### config.mk
export PLATFORM = sky130hd
export DESIGN_NAME = lut_prod_accum_flat
export DESIGN_NICKNAME = d
export VERILOG_FILES = /design/src/rtl/lut_prod_accum_pkg.sv /design/src/rtl/lut_prod_accum_if.sv /design/src/rtl/lut_prod_accum_sat_adder.sv /design/src/rtl/lut_prod_accum.sv /design/src/flat_wrapper.sv
export SDC_FILE = /design/constraint.sdc
export NUM_CORES = 1
export LEC_CHECK = 0
export ABC_AREA = 1
export BUFFER_PORTS_ARGS = -buffer_cell sky130_fd_sc_hd__buf_4
export CAP_MARGIN = 10
export CORE_UTILIZATION = 40
export CTS_CLUSTER_SIZE = 14
export DETAILED_ROUTE_END_ITERATION = 8
export PLACE_DENSITY = 0.68
export REMOVE_ABC_BUFFERS = 1
export SLEW_MARGIN = 20
export SYNTH_ARGS = -nofsm -noshare
export SYNTH_HDL_FRONTEND = slang
export SYNTH_SLANG_ARGS = --single-unit
### constraint.sdc
create_clock -name clk -period 2.78 [get_ports clk]
set_input_delay 0.278 -clock clk [delete_from_list [all_inputs] [get_ports clk]]
set_output_delay 0.278 -clock clk [all_outputs]
set_load 0.02 [all_outputs]
### src/rtl/lut_prod_accum_pkg.sv
// Shared multiplier package: LUT multiplier constants, accumulator defaults
// and the state encodings used by the product accumulator.
package lut_prod_accum_pkg;

  localparam int unsigned LUT_A_W   = 8;
  localparam int unsigned LUT_B_W   = 8;
  localparam int unsigned LUT_DEPTH = 1 << (LUT_A_W + LUT_B_W);

  localparam int unsigned PROD_W_DEF = LUT_A_W + LUT_B_W;
  localparam int unsigned ACC_W_DEF  = 20;
  localparam int unsigned CNT_W_DEF  = 8;

  typedef enum logic {
    ACC_IDLE = 1'b0,
    ACC_RUN  = 1'b1
  } acc_state_e;

  typedef enum logic {
    SLOT_EMPTY = 1'b0,
    SLOT_FULL  = 1'b1
  } slot_state_e;

endpackage

### src/rtl/lut_prod_accum_if.sv
// Product-beat input stream and result output stream of the accumulator.
interface lut_prod_accum_if #(
  parameter int unsigned PROD_W = 16,
  parameter int unsigned ACC_W  = 20,
  parameter int unsigned CNT_W  = 8
);
  logic              in_valid;
  logic              in_ready;
  logic [PROD_W-1:0] in_data;
  logic              in_last;
  logic              out_valid;
  logic              out_ready;
  logic [ACC_W-1:0]  out_sum;
  logic [CNT_W-1:0]  out_cnt;
  logic              out_ovf;

  modport master (
    output in_valid, in_data, in_last, out_ready,
    input  in_ready, out_valid, out_sum, out_cnt, out_ovf
  );

  modport slave (
    input  in_valid, in_data, in_last, out_ready,
    output in_ready, out_valid, out_sum, out_cnt, out_ovf
  );
endinterface

### src/rtl/lut_prod_accum_sat_adder.sv
// Unsigned saturating adder; carry_o flags that the true sum exceeded W bits.
module sat_adder #(
  parameter int unsigned W = 8
) (
  input  logic [W-1:0] a_i,
  input  logic [W-1:0] b_i,
  output logic [W-1:0] sum_o,
  output logic         carry_o
);
  logic [W:0] raw;

  assign raw     = {1'b0, a_i} + {1'b0, b_i};
  assign carry_o = raw[W];
  assign sum_o   = raw[W] ? '1 : raw[W-1:0];
endmodule

### src/rtl/lut_prod_accum.sv
// Accumulates LUT multiplier products into per-block dot-product results
// with a one-entry output slot, saturation and term counting.
module lut_prod_accum
  import lut_prod_accum_pkg::*;
#(
  parameter int unsigned PROD_W = PROD_W_DEF,
  parameter int unsigned ACC_W  = ACC_W_DEF,
  parameter int unsigned CNT_W  = CNT_W_DEF
) (
  input  logic                   clk,
  input  logic                   rst_n,
  input  logic                   clr,
  lut_prod_accum_if.slave        bus
);
  acc_state_e       state_q;
  slot_state_e      slot_q;
  logic [ACC_W-1:0] acc_q, acc_d, sum_q;
  logic [CNT_W-1:0] cnt_q, cnt_d, ocnt_q;
  logic             ovf_q, ovf_d, oovf_q;
  logic             acc_carry, cnt_carry_unused;
  logic             accept;

  assign bus.in_ready  = (slot_q == SLOT_EMPTY) || bus.out_ready;
  assign accept        = bus.in_valid && bus.in_ready && !clr;
  assign bus.out_valid = (slot_q == SLOT_FULL);
  assign bus.out_sum   = sum_q;
  assign bus.out_cnt   = ocnt_q;
  assign bus.out_ovf   = oovf_q;

  sat_adder #(.W(ACC_W)) u_acc_add (
    .a_i     (acc_q),
    .b_i     (ACC_W'(bus.in_data)),
    .sum_o   (acc_d),
    .carry_o (acc_carry)
  );

  sat_adder #(.W(CNT_W)) u_cnt_add (
    .a_i     (cnt_q),
    .b_i     (CNT_W'(1)),
    .sum_o   (cnt_d),
    .carry_o (cnt_carry_unused)
  );

  assign ovf_d = ovf_q || acc_carry;

  always_ff @(posedge clk or negedge rst_n) begin
    if (!rst_n) begin
      state_q <= ACC_IDLE;
      slot_q  <= SLOT_EMPTY;
      acc_q   <= '0;
      cnt_q   <= '0;
      ovf_q   <= 1'b0;
      sum_q   <= '0;
      ocnt_q  <= '0;
      oovf_q  <= 1'b0;
    end else if (clr) begin
      state_q <= ACC_IDLE;
      slot_q  <= SLOT_EMPTY;
      acc_q   <= '0;
      cnt_q   <= '0;
      ovf_q   <= 1'b0;
    end else begin
      // A slot drain and a last-beat reload in the same cycle keep the slot full.
      if (slot_q == SLOT_FULL && bus.out_ready)
        slot_q <= SLOT_EMPTY;
      if (accept) begin
        if (bus.in_last) begin
          sum_q   <= acc_d;
          ocnt_q  <= cnt_d;
          oovf_q  <= ovf_d;
          slot_q  <= SLOT_FULL;
          acc_q   <= '0;
          cnt_q   <= '0;
          ovf_q   <= 1'b0;
          state_q <= ACC_IDLE;
        end else begin
          acc_q   <= acc_d;
          cnt_q   <= cnt_d;
          ovf_q   <= ovf_d;
          state_q <= ACC_RUN;
        end
      end
    end
  end
endmodule

### src/flat_wrapper.sv
// flat-port wrapper written by rule: the top's interface ports become plain ports
module lut_prod_accum_flat import lut_prod_accum_pkg::*;
#(
  parameter int unsigned PROD_W = PROD_W_DEF,
  parameter int unsigned ACC_W  = ACC_W_DEF,
  parameter int unsigned CNT_W  = CNT_W_DEF
)
  (clk, rst_n, clr, bus_in_valid, bus_in_data, bus_in_last, bus_out_ready, bus_in_ready, bus_out_valid, bus_out_sum, bus_out_cnt, bus_out_ovf);
  lut_prod_accum_if #(.PROD_W(PROD_W), .ACC_W(ACC_W), .CNT_W(CNT_W)) bus_i ();
  input  logic clk;
  input  logic rst_n;
  input  logic clr;
  input wire logic [$bits(bus_i.in_valid)-1:0] bus_in_valid;
  input wire logic [$bits(bus_i.in_data)-1:0] bus_in_data;
  input wire logic [$bits(bus_i.in_last)-1:0] bus_in_last;
  input wire logic [$bits(bus_i.out_ready)-1:0] bus_out_ready;
  output wire logic [$bits(bus_i.in_ready)-1:0] bus_in_ready;
  output wire logic [$bits(bus_i.out_valid)-1:0] bus_out_valid;
  output wire logic [$bits(bus_i.out_sum)-1:0] bus_out_sum;
  output wire logic [$bits(bus_i.out_cnt)-1:0] bus_out_cnt;
  output wire logic [$bits(bus_i.out_ovf)-1:0] bus_out_ovf;
  assign bus_i.in_valid = bus_in_valid;
  assign bus_i.in_data = bus_in_data;
  assign bus_i.in_last = bus_in_last;
  assign bus_i.out_ready = bus_out_ready;
  assign bus_in_ready = bus_i.in_ready;
  assign bus_out_valid = bus_i.out_valid;
  assign bus_out_sum = bus_i.out_sum;
  assign bus_out_cnt = bus_i.out_cnt;
  assign bus_out_ovf = bus_i.out_ovf;
  lut_prod_accum #(.PROD_W(PROD_W), .ACC_W(ACC_W), .CNT_W(CNT_W)) u_core (.clk(clk), .rst_n(rst_n), .clr(clr), .bus(bus_i));
endmodule
==> results by group, run 1 <==
Outcome
  • Status: finished, violations left
  • Failing checks: DRC, hold timing

Route
  • # DRC: 4
  • Iter 0 DRT Violations: 137
  • Drt pass-1 iters: 6
  • Vias: 3381
  • Wire per inst: 12.8 um
  • Detailed Route WL: 9010 um
  • Vias per cell: 4.82
  • ANT nets after route: 0

Power and ir drop
  • Switching Share: 30.9%
  • Switching pwr: 748 uW
  • Int Power: 1670 uW
  • PwrDens: 550 nW/um^2
  • Gate power share: 22.3%
  • Max VDD drop: 0.281 mV
  • Seq pwr share: 40.3%
  • Leakage: 0.00256 uW
  • Power share of the clock group: 37.3%

Flow run
  • Maxcap violations: 0

Setup path
  • Delay of the slowest critical-path stage: 0.41 ns
  • CP max stage cell: fa_1
  • Max FO, Critical Path: 14
  • R2R depth: 13
  • Worst Setup End Kind: register
  • Critical path depth: 13
  • Delay-heaviest family, CP: simple AND/OR/NAND/NOR gates
  • CP Cell Sequence: ha_1 -> fa_1 -> nand2_1 -> nand3_1 -> nand3_1 -> nand2_2 -> nand3_2 -> nand2_2 -> nand2_2 -> buf_12 -> o21ai_0 -> nand2_1 -> nand2_1
  • Buf/Inv on CP: 1
  • Critical Path Source: u_core.acc_q[0]
  • Worst EP arrival: 2.56 ns
  • Critical path required time: 3.03 ns
  • FF-to-FF Start: u_core.acc_q[0]
  • Startpoint class of the critical path: register
  • Critical path type: register to register

CTS
  • CTS resizes: 0
  • CTS Hold Buffers Added: 0
  • CTS root buf: clkbuf_8
  • Setup bufs post-CTS: 0
  • Register clock-pin slew on the reported worst setup and hold paths: 0.08 ns
  • Clock latency on the worst-skew pair: 0.35 ns
  • CTS tree: yes
  • H-tree depth: 3
  • CTS buffer count: 9
  • CTS sink cnt: 59
  • CTS max path bufs: 2

STA
  • Crit path time final: 2.30 ns
  • Rel. slew slack: 42.8%
  • Worst Tran Pin Value: 0.858 ns
  • RSZ-0062 raised after global routing: false
  • Final Max Tran Viols: 0
  • Tcrit/Tclk final: 82.9%
  • Final setup fails: 0
  • Total negative slack: 0 ns
  • Final Skew: 0.0136 ns
  • Final hold violations: 17
  • Worst hold slack: -0.0203 ns
  • Maximum clock frequency: 434 MHz

Logic synthesis
  • Total number of yosys warnings: 0
  • Register area share after synthesis: 40.2%
  • Compound-Gate Fraction of Synth Area: 5.99%
  • Post-Synth XOR/XNOR Area: 1.91%
  • Synthesized area: 3680 sq um
  • Synth Area in Simple Gates: 36.5%
  • Post-Synth Adder-Cell Area: 6.33%
  • FF+latch count, synth: 59
  • Post-Syn Area per Cell: 6.92 sq um
  • Synth area leader: dfrtp_1
  • Post-synthesis instance total: 531
  • Top cells by area, synth: dfrtp_1 40%, nand2_1 25%, inv_1 6.8%, ha_1 5.8%, nor2_1 3.5%
  • Synth cell types: 28
  • Largest family of logic cells by synthesized area: simple AND/OR/NAND/NOR gates
  • Multiplexer share of the synthesized area: 0%
  • Synth top area share: 40.2%

Floorplanning
  • Die X: 97.9 um
  • Rows: 34
  • Core ar.: 8810 sq um
  • I/O pins: 53
  • Initial core utilization: 41.7%
  • Vert. Die Dim: 97.9 um
  • DIE AREA: 9580 sq um

Final layout
  • Fillcell total: 897
  • Final net count: 629
  • Layout cells sized above 1: 15.0%
  • Post-layout util: 50.0%
  • Post-route cell area: 4400 sq um
  • Area growth syn-to-layout: 19.8%
  • Multi-input gate area: 1860 sq um
  • Antenna cells: 0
  • Seq. cell area: 1480 sq um

Global routing
  • GRT Residual Overflow: 0
  • Total GRT Usage: 20.6%
  • Vias in the first global route: 3340
  • Largest net degree at the start of global routing: 60
  • Initial antenna violation count: 0
  • First-pass GRT wire length: 15600 um

Placement
  • Hpwl dp: 6620 um
  • Port Buffers: 52
  • Area of placed instances: 4180 sq um
  • GP Congestion: 0.857

Hold path
  • Worst hold path type: input pin to async pin
metal layers:
metal	wire length [um]	GRT usage, %	part of all wire, %	vias up
li1	-	-	-	1761
met1	4360	27.2	48	1531
met2	4130	33.0	46	77
met3	396	4.58	4.4	12
met4	115	7.34	1.3	0
met5	0	0	0	-
cell usage after synthesis:
| cell type | count |
|---|---|
| nand3_1 | 23 |
| clkbuf_1 | 2 |
| a22oi_1 | 1 |
| buf_6 | 4 |
| ha_1 | 17 |
| nor3_1 | 6 |
| buf_2 | 4 |
| o21bai_1 | 1 |
| nand2_2 | 4 |
| dlygate4sd1_1 | 1 |
| dfrtp_1 | 59 |
| nand3_2 | 9 |
| xor2_1 | 8 |
| o21a_1 | 1 |
| a21boi_0 | 1 |
| o21ai_0 | 17 |
| nor2_2 | 1 |
| o22ai_1 | 4 |
| nand4_1 | 1 |
| a21oi_1 | 13 |
| inv_1 | 67 |
| and2_1 | 1 |
| nand2_1 | 247 |
| nor2_1 | 34 |
| o211ai_1 | 2 |
| inv_2 | 1 |
| fa_1 | 1 |
| or2_1 | 1 |
cell usage in the layout, fill, tap and decap left out, drive strengths merged:
| master | Yosys | final |
|---|---|---|
| and2 | 1 | 1 |
| o22ai | 4 | 4 |
| bufinv | 0 | 2 |
| clkbuf | 2 | 10 |
| inv | 68 | 68 |
| o21a | 1 | 1 |
| nand3 | 32 | 32 |
| o21ai | 17 | 17 |
| fa | 1 | 1 |
| clkinv | 0 | 2 |
| a21oi | 13 | 13 |
| or2 | 1 | 1 |
| nand2 | 251 | 251 |
| o21bai | 1 | 1 |
| nor2 | 35 | 35 |
| a21boi | 1 | 1 |
| nor3 | 6 | 6 |
| buf | 8 | 58 |
| o211ai | 2 | 2 |
| a22oi | 1 | 1 |
| ha | 17 | 17 |
| clkinvlp | 0 | 2 |
| dfrtp | 59 | 59 |
| nand4 | 1 | 1 |
| xor2 | 8 | 8 |
area by class of cell:
type	count	share of cell area, %
Tap cell	108	3.07
Clock buffer	10	3.13
Sequential cell	59	33.5
Clock inverter	6	2.02
Multi-Input combinational cell	393	42.3
Timing Repair Buffer	58	10.2
Inverter	68	5.80
logic make-up after synthesis:
family                     count (synthesis)
and+or+nand+nor                          327
adders and majority gates                 18
AOI/OAI and AO/OA                         40
xor gates and xnor gates                   8
DFF                                       59
buffers and inverters                     79
power groups by stage:
stage          combinational [uW]  sequential (uW)  clock [uW]
2_1_floorplan                 251             1070           0
3_3_place_gp                  541              992           0
3_5_place_dp                  544              992           0
4_1_cts                       547              977         929
5_1_grt                       606              988         959
6_report                      541              977         904
worst paths after layout:
check / end / slack, ns
hold / removal: u_core.bus.out_sum[16] / -0.02
min in group clk: u_core.bus.out_valid / 0.14
setup reg to reg: u_core.bus.out_sum[2] / 0.48
max in group asynchronous: u_core.bus.out_sum[9] / 2.25
setup / recovery: u_core.bus.out_sum[2] / 0.48
hold reg to reg: u_core.bus.out_sum[1] / 0.48
metrics by stage:
step                worst slack (ns)  power [uW]  cells
floorplan                      0.627        1320    520
global placement               0.515        1530    686
detailed placement             0.446        1540    686
CTS                            0.455        2450    702
global route                   0.253        2550    702
finish                         0.477        2420    702
flip-flops by register name, indices dropped and copies added (netlist names):
name                  cells
u_core.bus.out_ovf        1
u_core.cnt_q              8
u_core.bus.out_sum       20
u_core.ovf_q              1
u_core.bus.out_cnt        8
u_core.bus.out_valid      1
u_core.acc_q             20
Note: power is estimated with default switching activity, not from simulation.
==> run 2, diff against run 1 <==
Clock period 2.78 ns to 2.2 ns, I/O delays scaled along.
==> results by group, run 2 (synthesized netlist as in run 1, its figures left out) <==
Final layout
  • Layout cells sized above 1: 15.7% (was 15.0%)
  • Most frequent cells in the layout: 247 x nand2_1, 67 x inv_1, 60 x buf_4, 59 x dfrtp_1, 34 x nor2_1 (was 247 x nand2_1, 67 x inv_1, 59 x dfrtp_1, 57 x buf_4, 34 x nor2_1)
  • Final cell count without fillers: 706 (was 702)
  • Post-layout util: 49.9% (was 50.0%)
  • Seq. cell area: 1480 sq um (unchanged)
  • Final net count: 633 (was 629)
  • Area growth syn-to-layout: 19.6% (was 19.8%)
  • Fillcell total: 884 (was 897)
  • Antenna cells: 0 (unchanged)
  • Multi-input gate area: 1880 sq um (was 1860 sq um)
  • Most common cell after layout, fill and taps aside: nand2_1 (unchanged)

Route
  • Vias: 3383 (was 3381)
  • Drt pass-1 iters: 6 (unchanged)
  • Wire per inst: 12.9 um (was 12.8 um)
  • # DRC: 4 (unchanged)
  • Iter 0 DRT Violations: 142 (was 137)
  • Vias per cell: 4.79 (was 4.82)
  • ANT nets after route: 0 (unchanged)
  • Detailed Route WL: 9130 um (was 9010 um)

CTS
  • Clock latency on the worst-skew pair: 0.36 ns (was 0.35 ns)
  • H-tree depth: 3 (unchanged)
  • CTS max path bufs: 2 (unchanged)
  • CTS root buf: clkbuf_8 (unchanged)
  • Register clock-pin slew on the reported worst setup and hold paths: 0.07 ns (was 0.08 ns)
  • CTS tree: yes (unchanged)
  • Setup bufs post-CTS: 0 (unchanged)
  • CTS sink cnt: 59 (unchanged)
  • CTS buffer count: 9 (unchanged)

Global routing
  • Vias in the first global route: 3387 (was 3340)
  • First-pass GRT wire length: 15700 um (was 15600 um)
  • GRT Residual Overflow: 0 (unchanged)
  • Total GRT Usage: 20.6% (about the same)
  • Initial antenna violation count: 0 (unchanged)
  • Largest net degree at the start of global routing: 60 (unchanged)

Setup path
  • R2R depth: 13 (unchanged)
  • FF-to-FF Start: u_core.acc_q[0] (unchanged)
  • Critical path required time: 2.44 ns (was 3.03 ns)
  • Startpoint class of the critical path: register (unchanged)
  • Flop2flop setup slack: 0.16 ns (was 0.48 ns)
  • Worst Setup End Kind: register (unchanged)
  • Critical path type: register to register (unchanged)
  • Worst EP arrival: 2.28 ns (was 2.56 ns)
  • Max FO, Critical Path: 10 (was 14)
  • Reg2reg end: u_core.bus.out_sum[12] (was u_core.bus.out_sum[2])

Placement
  • Port Buffers: 52 (unchanged)
  • Placed insts: 689 (was 686)
  • Hpwl dp: 6880 um (was 6620 um)
  • GP Congestion: 0.916 (was 0.857)

Floorplanning
  • Vert. Die Dim: 97.9 um (unchanged)
  • Initial core utilization: 41.7% (unchanged)
  • Die X: 97.9 um (unchanged)
  • Rows: 34 (unchanged)
  • DIE AREA: 9580 sq um (unchanged)
  • Core ar.: 8810 sq um (unchanged)
  • I/O pins: 53 (unchanged)

Power and ir drop
  • PwrDens: 637 nW/um^2 (was 550 nW/um^2)
  • Power Total: 2800 uW (was 2420 uW)
  • Max VDD drop: 0.338 mV (was 0.281 mV)
  • Leakage: 0.00257 uW (was 0.00256 uW)

STA
  • Worst Tran Pin Value: 0.759 ns (was 0.858 ns)
  • Tcrit/Tclk final: 92.8% (was 82.9%)
  • Final hold violations: 0 (was 17)
  • Final Skew: 0.0140 ns (was 0.0136 ns)
  • RSZ-0062 raised after global routing: false (unchanged)
  • Worst hold slack: 0.0807 ns (was -0.0203 ns)
  • Final Max Tran Viols: 0 (unchanged)
  • Rel. slew slack: 49.4% (was 42.8%)
  • Total negative slack: 0 ns (unchanged)
  • Maximum clock frequency: 490 MHz (was 434 MHz)
  • Crit path time final: 2.04 ns (was 2.30 ns)
  • Final setup fails: 0 (unchanged)

Hold path
  • Worst hold path type: input pin to register (was input pin to async pin)
  • Hold Crit Depth: 2
  • Hold Crit Endpoint: u_core.bus.out_valid
  • Worst hold start: clr

Flow run
  • Maxcap violations: 0 (unchanged)

Outcome
  • Failing checks: DRC (was DRC, hold timing)
  • Status: finished, violations left (unchanged)
run 2: how the worst max path moves through the flow:
stage	from	endpoint	slack [ns]
final	u_core.acc_q[0]	u_core.bus.out_sum[12]	0.16
after global routing	u_core.acc_q[0]	u_core.bus.out_sum[3]	0.007
after CTS	u_core.acc_q[0]	u_core.acc_q[3]	0.04
after detailed placement	u_core.acc_q[0]	u_core.acc_q[3]	0.06
after global placement	u_core.acc_q[0]	u_core.bus.out_sum[3]	0.12
after floorplan	u_core.bus.out_valid	u_core.ovf_q	0.05
run 2: metal layers:
metal | vias to the layer above | track usage [%] | routed length [um]
met2 | 80 | 32.4 | 4110
met1 | 1537 | 28.3 | 4500
met4 | 0 | 6.76 | 105
met3 | 10 | 4.22 | 404
met5 | - | 0 | 0
li1 | 1756 | - | -
run 2: final cells by class:
class	instances	area share [%]
clock buffers	10	2.90
clock inverters	6	0.968
inverters	68	5.81
multi-input cells	393	42.7
flip-flops and latches	59	33.6
well taps	108	3.07
repair buffers	62	10.9
run 2: worst max-delay path, stage by stage, from the launching register on:
cell and delay, ns:
dfrtp_1 0.38, ha_2 0.20, fa_2 0.35, nand2_1 0.10, nand3_1 0.10, nand3_2 0.09, nand2_2 0.08, nand3_2 0.08
nand2_2 0.09, nand2_4 0.10, buf_12 0.14, nand3_2 0.08, nand2_1 0.08, nand2_1 0.04
run 2: stage by stage:
step | instance area (sq um) | setup WS, ns
after floorplan | 3590 | 0.0466
after global placement | 4200 | 0.119
after detailed placement | 4200 | 0.0563
after CTS | 4380 | 0.0359
after global routing | 4400 | 0.00656
final | 4400 | 0.159
run 2: power breakdown:
part	internal (uW)	switching, uW
combinational	268	421
clock	407	466
sequential	1180	56.3
total	1860	943
run 2: what timing repair did:
| item | in CTS | in global routing |
|---|---|---|
| endpoints found under the setup margin | 0 | 39 |
| hold endpoints to repair | 59 | 0 |
| resized for setup | 0 | 4 |
| hold buffers | 1 | 0 |
